<file path="src/rtl/jtag_host.sv">
// -----------------------------------------------------------------------------
// jtag_host
// Host-side JTAG scan engine. Walks a target TAP from Run-Test/Idle through
// one IR or DR scan per request and back, generating TCK from clk.
//
// Optional feature macro: JTAG_HOST_TLR_CMD_EN
//   defined   : 'tlr' in IDLE runs the 6-bit Test-Logic-Reset sequence and
//               pulses 'done' at its end.
//   undefined : 'tlr' is ignored; TLR only runs after reset release.
//
// Ports
//   clk, rst_n          system clock, async active-low reset
//   start, ir_sel, len,  scan request (IR/DR select, bit count 1..32, TDI
//   data_in              payload shifted LSB first)
//   tlr                 Test-Logic-Reset request (see macro above)
//   busy, done          sequence in progress / one-cycle completion pulse
//   data_out            captured TDO, bit i = i-th captured bit
//   TCK, TMS, TDI, TDO  JTAG pins
//   o_dbg_state         current FSM state (state_t encoding)
//
// Handshake: 'start' (and 'tlr') are single-cycle requests sampled on the
// clk edge; a request is taken only in a cycle where busy=0, otherwise it is
// dropped. busy rises the cycle after acceptance; done pulses for one cycle
// in the same cycle busy falls, and a new request may be accepted then.
// -----------------------------------------------------------------------------
module jtag_host #(
  parameter int CLK_DIV = 2
) (
  input  logic        clk,
  input  logic        rst_n,
  input  logic        start,
  input  logic        ir_sel,
  input  logic [5:0]  len,
  input  logic [31:0] data_in,
  input  logic        tlr,
  output logic        busy,
  output logic        done,
  output logic [31:0] data_out,
  output logic        TCK,
  output logic        TMS,
  output logic        TDI,
  input  logic        TDO,
  output logic [2:0]  o_dbg_state
);

  typedef enum logic [2:0] {
    S_IDLE  = 3'd0,
    S_TLR   = 3'd1,
    S_HDR   = 3'd2,
    S_SHIFT = 3'd3,
    S_TAIL  = 3'd4
  } state_t;

  localparam int DW = (CLK_DIV > 1) ? $clog2(CLK_DIV) : 1;
  localparam logic [DW-1:0] DIV_MAX = DW'(CLK_DIV - 1);

  state_t      r_state, w_state_nxt;
  logic [4:0]  r_cnt, w_cnt_nxt;
  logic [DW-1:0] r_div;
  logic        r_tck, r_tms, r_tdi, r_done;
  logic [31:0] r_data_out, r_data;
  logic        r_ir, r_tlr_cmd;
  logic [4:0]  r_last;
  logic        w_tms_nxt, w_tdi_nxt, w_done_nxt;
  logic        w_accept, w_tlr_go, w_tlr_req;
  logic        w_div_wrap, w_tck_rise, w_bit_end;
  logic [4:0]  w_hdr_last, w_last_in;

`ifdef JTAG_HOST_TLR_CMD_EN
  assign w_tlr_req = tlr;
`else
  // Port kept for a uniform interface; the request is masked off.
  assign w_tlr_req = tlr & 1'b0;
`endif

  // Index of the last shift bit; len above 32 clamps to 32 (len=32 wraps
  // its low five bits to 0, so 0-1 gives 31 as well).
  assign w_last_in  = (len > 6'd32) ? 5'd31 : (len[4:0] - 5'd1);
  assign w_hdr_last = r_ir ? 5'd3 : 5'd2;

  // A bit is a low half then a high half; the wrap out of the low half is
  // the TCK rising edge (TDO sample), the wrap out of the high half ends it.
  assign w_div_wrap = (r_state != S_IDLE) && (r_div == DIV_MAX);
  assign w_tck_rise = w_div_wrap && !r_tck;
  assign w_bit_end  = w_div_wrap && r_tck;

  // Next-state / next-pin logic
  always_comb begin
    w_state_nxt = r_state;
    w_cnt_nxt   = r_cnt;
    w_done_nxt  = 1'b0;
    w_accept    = 1'b0;
    w_tlr_go    = 1'b0;
    case (r_state)
      S_IDLE: begin
        if (w_tlr_req) begin
          w_state_nxt = S_TLR;
          w_cnt_nxt   = 5'd0;
          w_tlr_go    = 1'b1;
        end else if (start && (len != 6'd0)) begin
          w_state_nxt = S_HDR;
          w_cnt_nxt   = 5'd0;
          w_accept    = 1'b1;
        end
      end
      S_TLR: if (w_bit_end) begin
        if (r_cnt == 5'd5) begin
          w_state_nxt = S_IDLE;
          w_done_nxt  = r_tlr_cmd;  // silent after the power-on sequence
        end else begin
          w_cnt_nxt = r_cnt + 5'd1;
        end
      end
      S_HDR: if (w_bit_end) begin
        if (r_cnt == w_hdr_last) begin
          w_state_nxt = S_SHIFT;
          w_cnt_nxt   = 5'd0;
        end else begin
          w_cnt_nxt = r_cnt + 5'd1;
        end
      end
      S_SHIFT: if (w_bit_end) begin
        if (r_cnt == r_last) begin
          w_state_nxt = S_TAIL;
          w_cnt_nxt   = 5'd0;
        end else begin
          w_cnt_nxt = r_cnt + 5'd1;
        end
      end
      S_TAIL: if (w_bit_end) begin
        if (r_cnt == 5'd1) begin
          w_state_nxt = S_IDLE;
          w_done_nxt  = 1'b1;
        end else begin
          w_cnt_nxt = r_cnt + 5'd1;
        end
      end
      default: w_state_nxt = S_IDLE;
    endcase

    // Pins are registered from the next state so they change exactly at the
    // falling edge / first cycle of a sequence. r_ir and r_data may still be
    // stale on the accept edge, which is harmless: header bit 0 is TMS=1 for
    // both scan types and TDI is 0 outside SHIFT.
    w_tms_nxt = 1'b0;
    w_tdi_nxt = 1'b0;
    case (w_state_nxt)
      S_TLR:   w_tms_nxt = (w_cnt_nxt < 5'd5);
      S_HDR:   w_tms_nxt = (w_cnt_nxt == 5'd0) || (r_ir && (w_cnt_nxt == 5'd1));
      S_SHIFT: begin
        w_tms_nxt = (w_cnt_nxt == r_last);
        w_tdi_nxt = r_data[w_cnt_nxt];
      end
      S_TAIL:  w_tms_nxt = (w_cnt_nxt == 5'd0);
      default: w_tms_nxt = 1'b0;
    endcase
  end

  // State register; reset lands in the TLR sequence so it replays on release.
  always_ff @(posedge clk or negedge rst_n) begin
    if (!rst_n) begin
      r_state <= S_TLR;
      r_cnt   <= 5'd0;
    end else begin
      r_state <= w_state_nxt;
      r_cnt   <= w_cnt_nxt;
    end
  end

  // TCK divider, pins and capture datapath
  always_ff @(posedge clk or negedge rst_n) begin
    if (!rst_n) begin
      r_div      <= '0;
      r_tck      <= 1'b0;
      r_tms      <= 1'b1;
      r_tdi      <= 1'b0;
      r_done     <= 1'b0;
      r_data_out <= '0;
      r_data     <= '0;
      r_ir       <= 1'b0;
      r_last     <= 5'd0;
      r_tlr_cmd  <= 1'b0;
    end else begin
      r_tms  <= w_tms_nxt;
      r_tdi  <= w_tdi_nxt;
      r_done <= w_done_nxt;
      if (r_state == S_IDLE) begin
        r_div <= '0;
        r_tck <= 1'b0;
      end else if (w_div_wrap) begin
        r_div <= '0;
        r_tck <= ~r_tck;
      end else begin
        r_div <= r_div + DW'(1);
      end
      if (w_accept) begin
        r_data     <= data_in;
        r_ir       <= ir_sel;
        r_last     <= w_last_in;
        r_data_out <= '0;
      end else if ((r_state == S_SHIFT) && w_tck_rise) begin
        r_data_out[r_cnt] <= TDO;
      end
      if (w_tlr_go) begin
        r_tlr_cmd <= 1'b1;
      end else if (r_state == S_IDLE) begin
        r_tlr_cmd <= 1'b0;
      end
    end
  end

  assign busy        = (r_state != S_IDLE);
  assign done        = r_done;
  assign data_out    = r_data_out;
  assign TCK         = r_tck;
  assign TMS         = r_tms;
  assign TDI         = r_tdi;
  assign o_dbg_state = r_state;

endmodule
</file>
<file path="config.mk">
export PLATFORM = sky130hd
export DESIGN_NAME = jtag_host
export DESIGN_NICKNAME = d
export VERILOG_FILES = /design/src/rtl/jtag_host.sv
export SDC_FILE = /design/constraint.sdc
export NUM_CORES = 1
export LEC_CHECK = 0
export ABC_AREA = 1
export CORE_ASPECT_RATIO = 0.5
export CORE_MARGIN = 4
export CORE_UTILIZATION = 53
export DETAILED_ROUTE_END_ITERATION = 6
export GPL_ROUTABILITY_DRIVEN = 0
export HOLD_SLACK_MARGIN = 0.02
export PLACE_DENSITY = 0.81
export SETUP_SLACK_MARGIN = 0.02
export SKIP_LAST_GASP = 1
export SLEW_MARGIN = 20
export SYNTH_ARGS = -nofsm -noshare
export SYNTH_HDL_FRONTEND = slang
export SYNTH_SLANG_ARGS = --single-unit
</file>
<file path="constraint.sdc">
create_clock -name clk -period 2.6 [get_ports clk]
set_input_delay 0.26 -clock clk [delete_from_list [all_inputs] [get_ports clk]]
set_output_delay 0.26 -clock clk [all_outputs]
set_load 0.005 [all_outputs]
</file>
==> flow_metrics.tcl, run 1 <==
set metrics [dict create \
    yosysTopAreaCellShare 0.447 \
    finalSetupViolations 0 \
    finalHoldViolations 0 \
    start_util 0.555 \
    hold_ws_ps 451 \
    yosys-top-cells-area "dfrtp_1 45%, nand2_1 14%, o21ai_0 5.2%, inv_1 5.0%, a21oi_1 4.7%" \
    wirelength_um 11700 \
    portBuffers 82 \
    start_kind "register" \
    outcome "finished clean" \
    syn_to_final_growth_pct 29.7 \
    yosysMostFrequentCell "nand2_1" \
    worstPathArrival_ps 2690 \
    min_period_ps 2410 \
    ys_types 36 \
    coreArea_um2 8170 \
    timing.slew.headroom 0.526 \
    finalCritPeriodShare 0.927 \
    placed_area_um2 5510 \
    antennaDiodeCount 0 \
    clk_path_buf_depth 2 \
    die_h_um 73.4 \
    grt_usage 0.225 \
    cts_buffers 9 \
    clk_latency_ps 340 \
    yosysTopAreaCell "dfrtp_1" \
    antenna_found_initial 0 \
    die_x_um 139 \
    synthArstFlopShare 1.00 \
    internal_power_uw 3810 \
    crit_type "register to register" \
    synth_ff_type "dfrtp_1" \
    drt_iter0_markers 408 \
    place_inst 790 \
    syn-instance-count 606 \
    grt_max_degree 70 \
    final_antenna_net_count 0 \
    cts_tree "yes" \
    drv_cap 0 \
    setup_tns_ps 0 \
    ios 84 \
    dr.pass1.iters 5 \
    num-nets-final 741 \
    grt_pass1_wl_um 18700 \
    cp_max_fo 6 \
    clock_sinks 83 \
    power.leakage_uw 0.00279 \
    pwr-share-seq 0.299 \
    cp-end-kind "register" \
    fin_util 0.720 \
    cts.reportedPaths.clkPinSlew_ps 60 \
    swShare 0.415 \
    num_rows 23 \
    grt_overflow 0 \
    synth-seq-cells 83 \
    wire_per_inst_um 14.5 \
    tightest_slew_ps 711 \
    htreeDepth 3 \
    max_freq_mhz 415 \
    drive_above_1_share 0.0990 \
    final_area_um2 5890 \
    grt_pass1_vias 4108 \
    ys_warn_count 0 \
    peakVddDrop_mv 0.492 \
    ys_seq_area_frac 0.458 \
    critical_path_required_ps 2880 \
    p_sw_uw 2710 \
    power_frac_comb 0.502 \
    hpwl_um 7910 \
    synth_edf_count 0 \
    dr_total_vias 4521 \
    die_area_um2 10200 \
    synth_nets 655 \
    clockRootBuffer "clkbuf_16" \
    synth_common_cells "174 x nand2_1, 81 x dfrtp_1, 60 x inv_1, 47 x o21ai_0, 45 x nor2_1" \
    skew_ps 5.88 \
    p_clk_frac 0.199 \
    drv_slew 0 \
    power.density_nw_per_um2 1110 \
    hold_class "input port to register" \
    syn_area_um2 4540 \
    route.detailed.drc 0 \
    finalNonFillerCells 809 \
    viasPerCell 5.59 \
    syn_avg_cell_area_um2 7.49 \
]
-- through the flow --
stage	power [µW]	setup WS [ps]
global route	6970	-16.8
global placement	4930	107
detailed placement	5020	80.3
finish	6520	189
CTS	6370	166
floorplan	3920	473
-- cell families (layout without fill, tap and decap cells) --
family / after synthesis / after routing / share of synthesized area
simple gates: 309 / 310 / 0.302
compound gates: 112 / 112 / 0.135
buf+inv: 93 / 183 / 0.0832
flops: 83 / 83 / 0.458
fa+ha+maj: 5 / 5 / 0.0138
xor+xnor: 4 / 4 / 0.00772
-- metal layers --
metal	vias to the layer above	GRT usage	wire length (µm)
met2	199	0.380	5490
li1	2181	-	-
met5	-	0	0
met1	2120	0.295	5110
met4	0	0.0662	162
met3	21	0.0533	931
-- worst max-delay path: stages (launching register included) --
cell and delay, ps:
dfstp_2 550, inv_1 110, nor3_1 380, nand2_2 190
a21oi_1 170, nand2_1 140, a21oi_4 310, nor2_1 90
nand2_1 80, nand2_1 40, inv_1 40, nand2_1 40
nand2_1 60, nand2_1 50, nor2_1 80
-- flip-flops by register name, indices dropped and copies added (netlist names) --
name         flops
r_last           5
r_data          32
done             1
r_cnt            5
TMS              1
TDI              1
data_out        32
o_dbg_state      3
TCK              1
r_ir             1
r_div            1
-- cell usage in the layout (no fill, tap or decap), types with 3 or more instances in the layout --
cell             instances
clkdlybuf4s50_1         81
nor2_1                  43
buf_4                   15
inv_1                   57
o21ai_1                  4
nand4_1                 21
a21oi_1                 43
xor2_1                   3
clkbuf_16                9
a311oi_1                 9
nand2_1                173
nand3_1                 27
nor2_2                   3
inv_2                   10
nand3_2                  5
o21ai_0                 47
ha_1                     4
dfrtp_1                 79
nor3_1                  25
-- cell type report --
cell class / instances / area, µm²
clock inverter: 4 / 48.8
inverter: 68 / 258
clock buffer: 12 / 256
sequential: 83 / 2080
fill: 679 / 2290
timing repair buffer: 99 / 965
tap: 112 / 140
multi-input combinational: 431 / 2140
-- worst paths after layout --
path                                                from                      to  slack, ps  cells past startpoint
worst max-delay path            o_dbg_state[0]$_DFF_PN1_           TDI$_DFF_PN0_        190                     14
worst min-delay path                          data_in[7]   r_data[7]$_DFFE_PN0P_        450                      3
worst max register to register  o_dbg_state[0]$_DFF_PN1_           TDI$_DFF_PN0_        190                     14
worst min register to register    r_data[23]$_DFFE_PN0P_  r_data[23]$_DFFE_PN0P_        480                      2
max in group asynchronous                          rst_n      r_cnt[4]$_DFF_PN0_       1460                      3
min in group asynchronous                          rst_n  r_data[20]$_DFFE_PN0P_        500                      2
-- power by group through the flow --
stage	combinational, µW	clock, µW	sequential (µW)
global placement	2990	0	1940
detailed placement	3070	0	1950
floorplan	2010	0	1910
global route	3620	1360	1990
finish	3270	1300	1950
CTS	3120	1320	1940
-- what timing repair did --
| action | CTS | global route |
|---|---|---|
| gates resized for setup | 0 | 15 |
| setup buffers | 0 | 1 |
| hold buffers | 1 | 0 |
| hold endpoints to repair | 51 | 0 |
| setup endpoints to repair | 0 | 1 |
Note: power is estimated with default switching activity, not from simulation.
==> inputs of run 2 (changes only) <==
CORE_MARGIN = 2   (was 4)
==> run 2 against run 1 <==
Sequential power barely moved. Final cell count is the same. Power shrank 0.38%. Setup slack worse by 0.81 ps. Non-clock buffer count unchanged. Clock power about the same. Hold slack lost 33 ps. First-iteration DRC count is 19% lower. Critical path type unchanged. Largest cell class unchanged. Highest routed layer unchanged.
==> flow_metrics.tcl, run 2 (synthesis gave the netlist of run 1 again) <==
set metrics [dict create \
    clk_path_buf_depth 2 \
    clockRootBuffer "clkbuf_16" \
    worstPathArrival_ps 2640 \
    cp_max_fo 16 \
    peakVddDrop_mv 0.576 \
    antenna_found_initial 0 \
    cts_buffers 9 \
    grt_overflow 0 \
    outcome "finished clean" \
    final_antenna_net_count 0 \
    grt_max_degree 70 \
    syn_to_final_growth_pct 29.5 \
    final_area_um2 5880 \
    setup_tns_ps 0 \
    slowest_stage "dfrtp_1" \
    finalHoldViolations 0 \
    fin_util 0.722 \
    route.detailed.drc 0 \
    hold_ws_ps 418 \
    crit_top_cell "nand2_1" \
    reg2reg_slack_ps 190 \
    critical_path_required_ps 2830 \
    r2r-end "TDI$_DFF_PN0_" \
    timing.slew.headroom 0.590 \
    max_stage_delay_ps 500 \
    hold_class "input port to asynchronous set/reset pin" \
    min_period_ps 2410 \
    wirelength_um 11200 \
    grt_pass1_wl_um 18700 \
    worstPathBufferInverterCount 2 \
    path_cells "buf_4, nand2_1, nand2_1, nor2_2, nand3_1, nand2_1, nand3_2, buf_4, nand4_1, nand3_1, nand3_1, nand3_1, nand2_1, nand2_1, nand2_1, nor2_1" \
    drive_above_1_share 0.0933 \
    die_x_um 135 \
    cts.reportedPaths.clkPinSlew_ps 60 \
    grt_pass1_vias 4029 \
    ios 84 \
    wire_per_inst_um 13.8 \
    dr_total_vias 4391 \
    htreeDepth 3 \
    placed_area_um2 5520 \
    finalSetupViolations 0 \
    hpwl_um 7790 \
    viasPerCell 5.43 \
    finalCritPeriodShare 0.928 \
    power.density_nw_per_um2 1110 \
    portBuffers 82 \
    start_kind "register" \
    skew_ps 3.03 \
    tightest_slew_ps 614 \
    grt_usage 0.250 \
    drv_cap 0 \
    num_rows 23 \
    start_util 0.557 \
    reg2regPathDepth 16 \
    drv_slew 0 \
    dr.pass1.iters 5 \
    num-nets-final 741 \
    clock_sinks 83 \
    final_cell_mix "174 x nand2_1, 81 x clkdlybuf4s50_1, 79 x dfrtp_1" \
    final_common_cell "nand2_1" \
    die_h_um 69.4 \
    cp-end-kind "register" \
    max_freq_mhz 415 \
    die_area_um2 9370 \
    clk_latency_ps 340 \
    antennaDiodeCount 0 \
    crit_type "register to register" \
    rr_startpoint "r_cnt[2]$_DFF_PN0_" \
    coreArea_um2 8140 \
    cts_tree "yes" \
    grt_setup_unrepaired "false" \
    drt_iter0_markers 332 \
    path_delay_family "simple AND/OR/NAND/NOR gates" \
    power.leakage_uw 0.00278 \
]
-- run 2: cell count changes in the layout (fill, tap and decap cells not counted), sizes merged --
cell,before,now
clkinv,3,0
clkinvlp,0,2
clkbuf,12,13
-- run 2: repair_timing --
| action | 4_1_cts | 5_1_grt |
|---|---|---|
| endpoints found under the setup margin | 0 | 2 |
| resized for setup | 0 | 9 |
| endpoints found under the hold margin | 33 | 0 |
| hold buffers | 1 | 0 |
| buffers inserted | 0 | 0 |
-- run 2: worst max-delay path by stage --
stage | slack (ps) | from | endpoint | cells past startpoint
after CTS | 180 | o_dbg_state[0]$_DFF_PN1_ | TDI$_DFF_PN0_ | 14
after global routing | 7 | o_dbg_state[1]$_DFF_PN0_ | TMS$_DFF_PN1_ | 14
after floorplan | 470 | r_cnt[1]$_DFF_PN0_ | TDI$_DFF_PN0_ | 18
final | 190 | r_cnt[2]$_DFF_PN0_ | TDI$_DFF_PN0_ | 16
after global placement | 100 | len[0] | TDI$_DFF_PN0_ | 21
after detailed placement | 50 | len[0] | TDI$_DFF_PN0_ | 21
-- run 2: power by group --
| part | switching [µW] | internal, µW |
|---|---|---|
| combinational | 1910 | 1330 |
| clock | 500 | 823 |
| sequential | 254 | 1680 |
| total | 2660 | 3840 |
-- run 2: layout make-up --
class,instances,area [µm²]
tap,112,140
fill,665,2270
inverter,68,258
clock inverter,3,45.0
clock buffer,13,270
timing repair buffer,99,961
sequential,83,2080
multi-input combinational,431,2120
-- run 2: metal layers --
metal / up-vias / global-route usage / part of all wire / wire length [µm]
met5: - / 0 / 0 / 0
met4: 0 / 0.0947 / 0.013 / 147
met3: 13 / 0.0592 / 0.073 / 813
met2: 174 / 0.393 / 0.46 / 5170
met1: 2029 / 0.338 / 0.45 / 5060
li1: 2175 / - / - / -
-- run 2: worst reg2reg max path, cell delays in order (launching register included) --
cell and delay, ps:
dfrtp_1 500, buf_4 210, nand2_1 70, nand2_1 60
nor2_2 100, nand3_1 100, nand2_1 190, nand3_2 200
buf_4 260, nand4_1 120, nand3_1 120, nand3_1 100
nand3_1 70, nand2_1 80, nand2_1 50, nand2_1 60
nor2_1 40
-- run 2: stage by stage --
stage          instances  setup slack (ps)  power (µW)
3_5_place_dp         791              54.7        5060
5_1_grt              809              7.09        7010
3_3_place_gp         791               101        4970
6_report             809               188        6500
2_1_floorplan        606               473        3920
4_1_cts              808               178        6420
==> inputs of run 3 (changes only) <==
CELL_PAD_IN_SITES_DETAIL_PLACEMENT = 2   (was default)
CELL_PAD_IN_SITES_GLOBAL_PLACEMENT = 2   (was default)
CORE_UTILIZATION = 30   (was 53)
PLACE_DENSITY = default   (was 0.81)
PLACE_DENSITY_LB_ADDON = 0.1   (was default)
==> run 3 against run 2 <==
Global-route usage down 4.9 points. Critical path depth grew 3. Setup slack improved by 68 ps. Final cell count up 13%. Maximum frequency increased by 2.9%. Final area up 6.5%. Flip-flop and latch count unchanged. Clock power is 11% higher. Sequential power about the same. Wire length grew 39%.
==> flow_metrics.tcl, run 3 (synthesis gave the netlist of run 1 again) <==
set metrics [dict create \
    outcome "finished clean" \
    min_period_ps 2340 \
    clk_path_buf_depth 2 \
    worstPathArrival_ps 2570 \
    reg2regPathDepth 19 \
    hpwl_um 11100 \
    coreArea_um2 14600 \
    portBuffers 82 \
    num_rows 31 \
    drv_cap 0 \
    hold_ws_ps 451 \
    max_freq_mhz 427 \
    antenna_found_initial 0 \
    start_util 0.310 \
    pwr-share-seq 0.272 \
    startpoint "r_cnt[0]$_DFF_PN0_" \
    drive_above_1_share 0.130 \
    cp_max_fo 6 \
    grt_usage 0.202 \
    num-nets-final 759 \
    htreeDepth 3 \
    final_cell_mix "172 x nand2_1, 81 x clkdlybuf4s50_1, 79 x dfrtp_1" \
    route.detailed.drc 0 \
    cts_buffers 9 \
    cts_tree "yes" \
    die_area_um2 16200 \
    grt_setup_unrepaired "false" \
    power.leakage_uw 0.00291 \
    drv_slew 0 \
    wirelength_um 15600 \
    swShare 0.417 \
    dr.pass1.iters 4 \
    grt_max_degree 70 \
    hold_class "input port to asynchronous set/reset pin" \
    drt_iter0_markers 224 \
    dr_total_vias 4553 \
    finalHoldViolations 0 \
    final_area_um2 6260 \
    crit_type "register to register" \
    viasPerCell 4.99 \
    fin_util 0.428 \
    power.total_uw 7210 \
    die_h_um 91.0 \
    grt_pass1_vias 4935 \
    cp-end-kind "register" \
    die_x_um 178 \
    r2r-end "TDI$_DFF_PN0_" \
    cts.reportedPaths.clkPinSlew_ps 60 \
    antennaDiodeCount 0 \
    internal_power_uw 4210 \
    final_common_cell "nand2_1" \
    rr_startpoint "r_cnt[0]$_DFF_PN0_" \
    p_clk_frac 0.204 \
    clock_sinks 83 \
    final_antenna_net_count 0 \
    skew_ps 9.29 \
    start_kind "register" \
    power.density_nw_per_um2 1150 \
    grt_pass1_wl_um 25700 \
    peakVddDrop_mv 0.423 \
    placed_area_um2 5770 \
    reg2reg_slack_ps 260 \
    power_frac_comb 0.524 \
    timing.slew.headroom 0.600 \
    critical_path_required_ps 2820 \
    clk_latency_ps 340 \
    syn_to_final_growth_pct 37.9 \
    setup_tns_ps 0 \
    finalCritPeriodShare 0.901 \
    wire_per_inst_um 17.1 \
    grt_overflow 0 \
    tightest_slew_ps 599 \
    ios 84 \
    finalSetupViolations 0 \
    p_sw_uw 3010 \
    clockRootBuffer "clkbuf_16" \
]
run 3: repair_timing:
| item | CTS | global route |
|---|---|---|
| gates resized for setup | 0 | 29 |
| endpoints found under the hold margin | 37 | 0 |
| hold buffers | 1 | 0 |
| setup endpoints to repair | 0 | 2 |
| buffers inserted | 0 | 3 |
run 3: power groups by stage:
stage | logic [µW] | registers, µW | clock network, µW
3_3_place_gp | 3410 | 1960 | 0
5_1_grt | 4240 | 2010 | 1550
4_1_cts | 3600 | 1960 | 1500
6_report | 3780 | 1970 | 1470
3_5_place_dp | 3540 | 1980 | 0
2_1_floorplan | 2010 | 1910 | 0
run 3: area by class of cell:
cell class	count	area, µm²
clock buffer	10	229
clock inverter	5	103
fill	1678	8360
inverter	68	258
multi-input combinational	431	2200
sequential	83	2080
tap	198	248
timing repair buffer	117	1140
run 3: worst max-delay path, cell delays in order, from the launching register on:
cell	delay [ps]
dfrtp_2	450
inv_1	80
buf_4	160
nand2_1	50
nand3_1	100
nor2_1	120
nand2_1	100
nand2_1	130
nand2_1	100
a21oi_2	200
a21oi_2	80
buf_4	180
nor2_1	130
nand2_1	70
nand2_1	50
inv_1	30
nand2_1	40
nand2_1	40
nand2_1	70
nor2_1	40
run 3: how the worst max path moves through the flow:
| stage | depth (start not counted) | slack [ps] | endpoint |
|---|---|---|---|
| 6_report | 19 | 260 | TDI$_DFF_PN0_ |
| 5_1_grt | 17 | 20 | TDI$_DFF_PN0_ |
| 4_1_cts | 18 | 60 | TDI$_DFF_PN0_ |
| 3_5_place_dp | 19 | -30 | TDI$_DFF_PN0_ |
| 3_3_place_gp | 20 | 40 | TDI$_DFF_PN0_ |
| 2_1_floorplan | 18 | 470 | TDI$_DFF_PN0_ |
run 3: metal layers:
layer	wire length, µm	track usage	up-vias	part of all wire
met5	0	0	-	0
met4	81	0.0301	0	0.0052
met3	502	0.0352	7	0.032
met2	7660	0.348	70	0.49
met1	7330	0.269	2276	0.47
li1	-	-	2200	-
run 3: through the flow:
stage	instances	worst slack [ps]
4_1_cts	908	63.1
3_5_place_dp	892	-32.3
3_3_place_gp	892	42.7
6_report	912	256
2_1_floorplan	606	473
5_1_grt	912	16.7
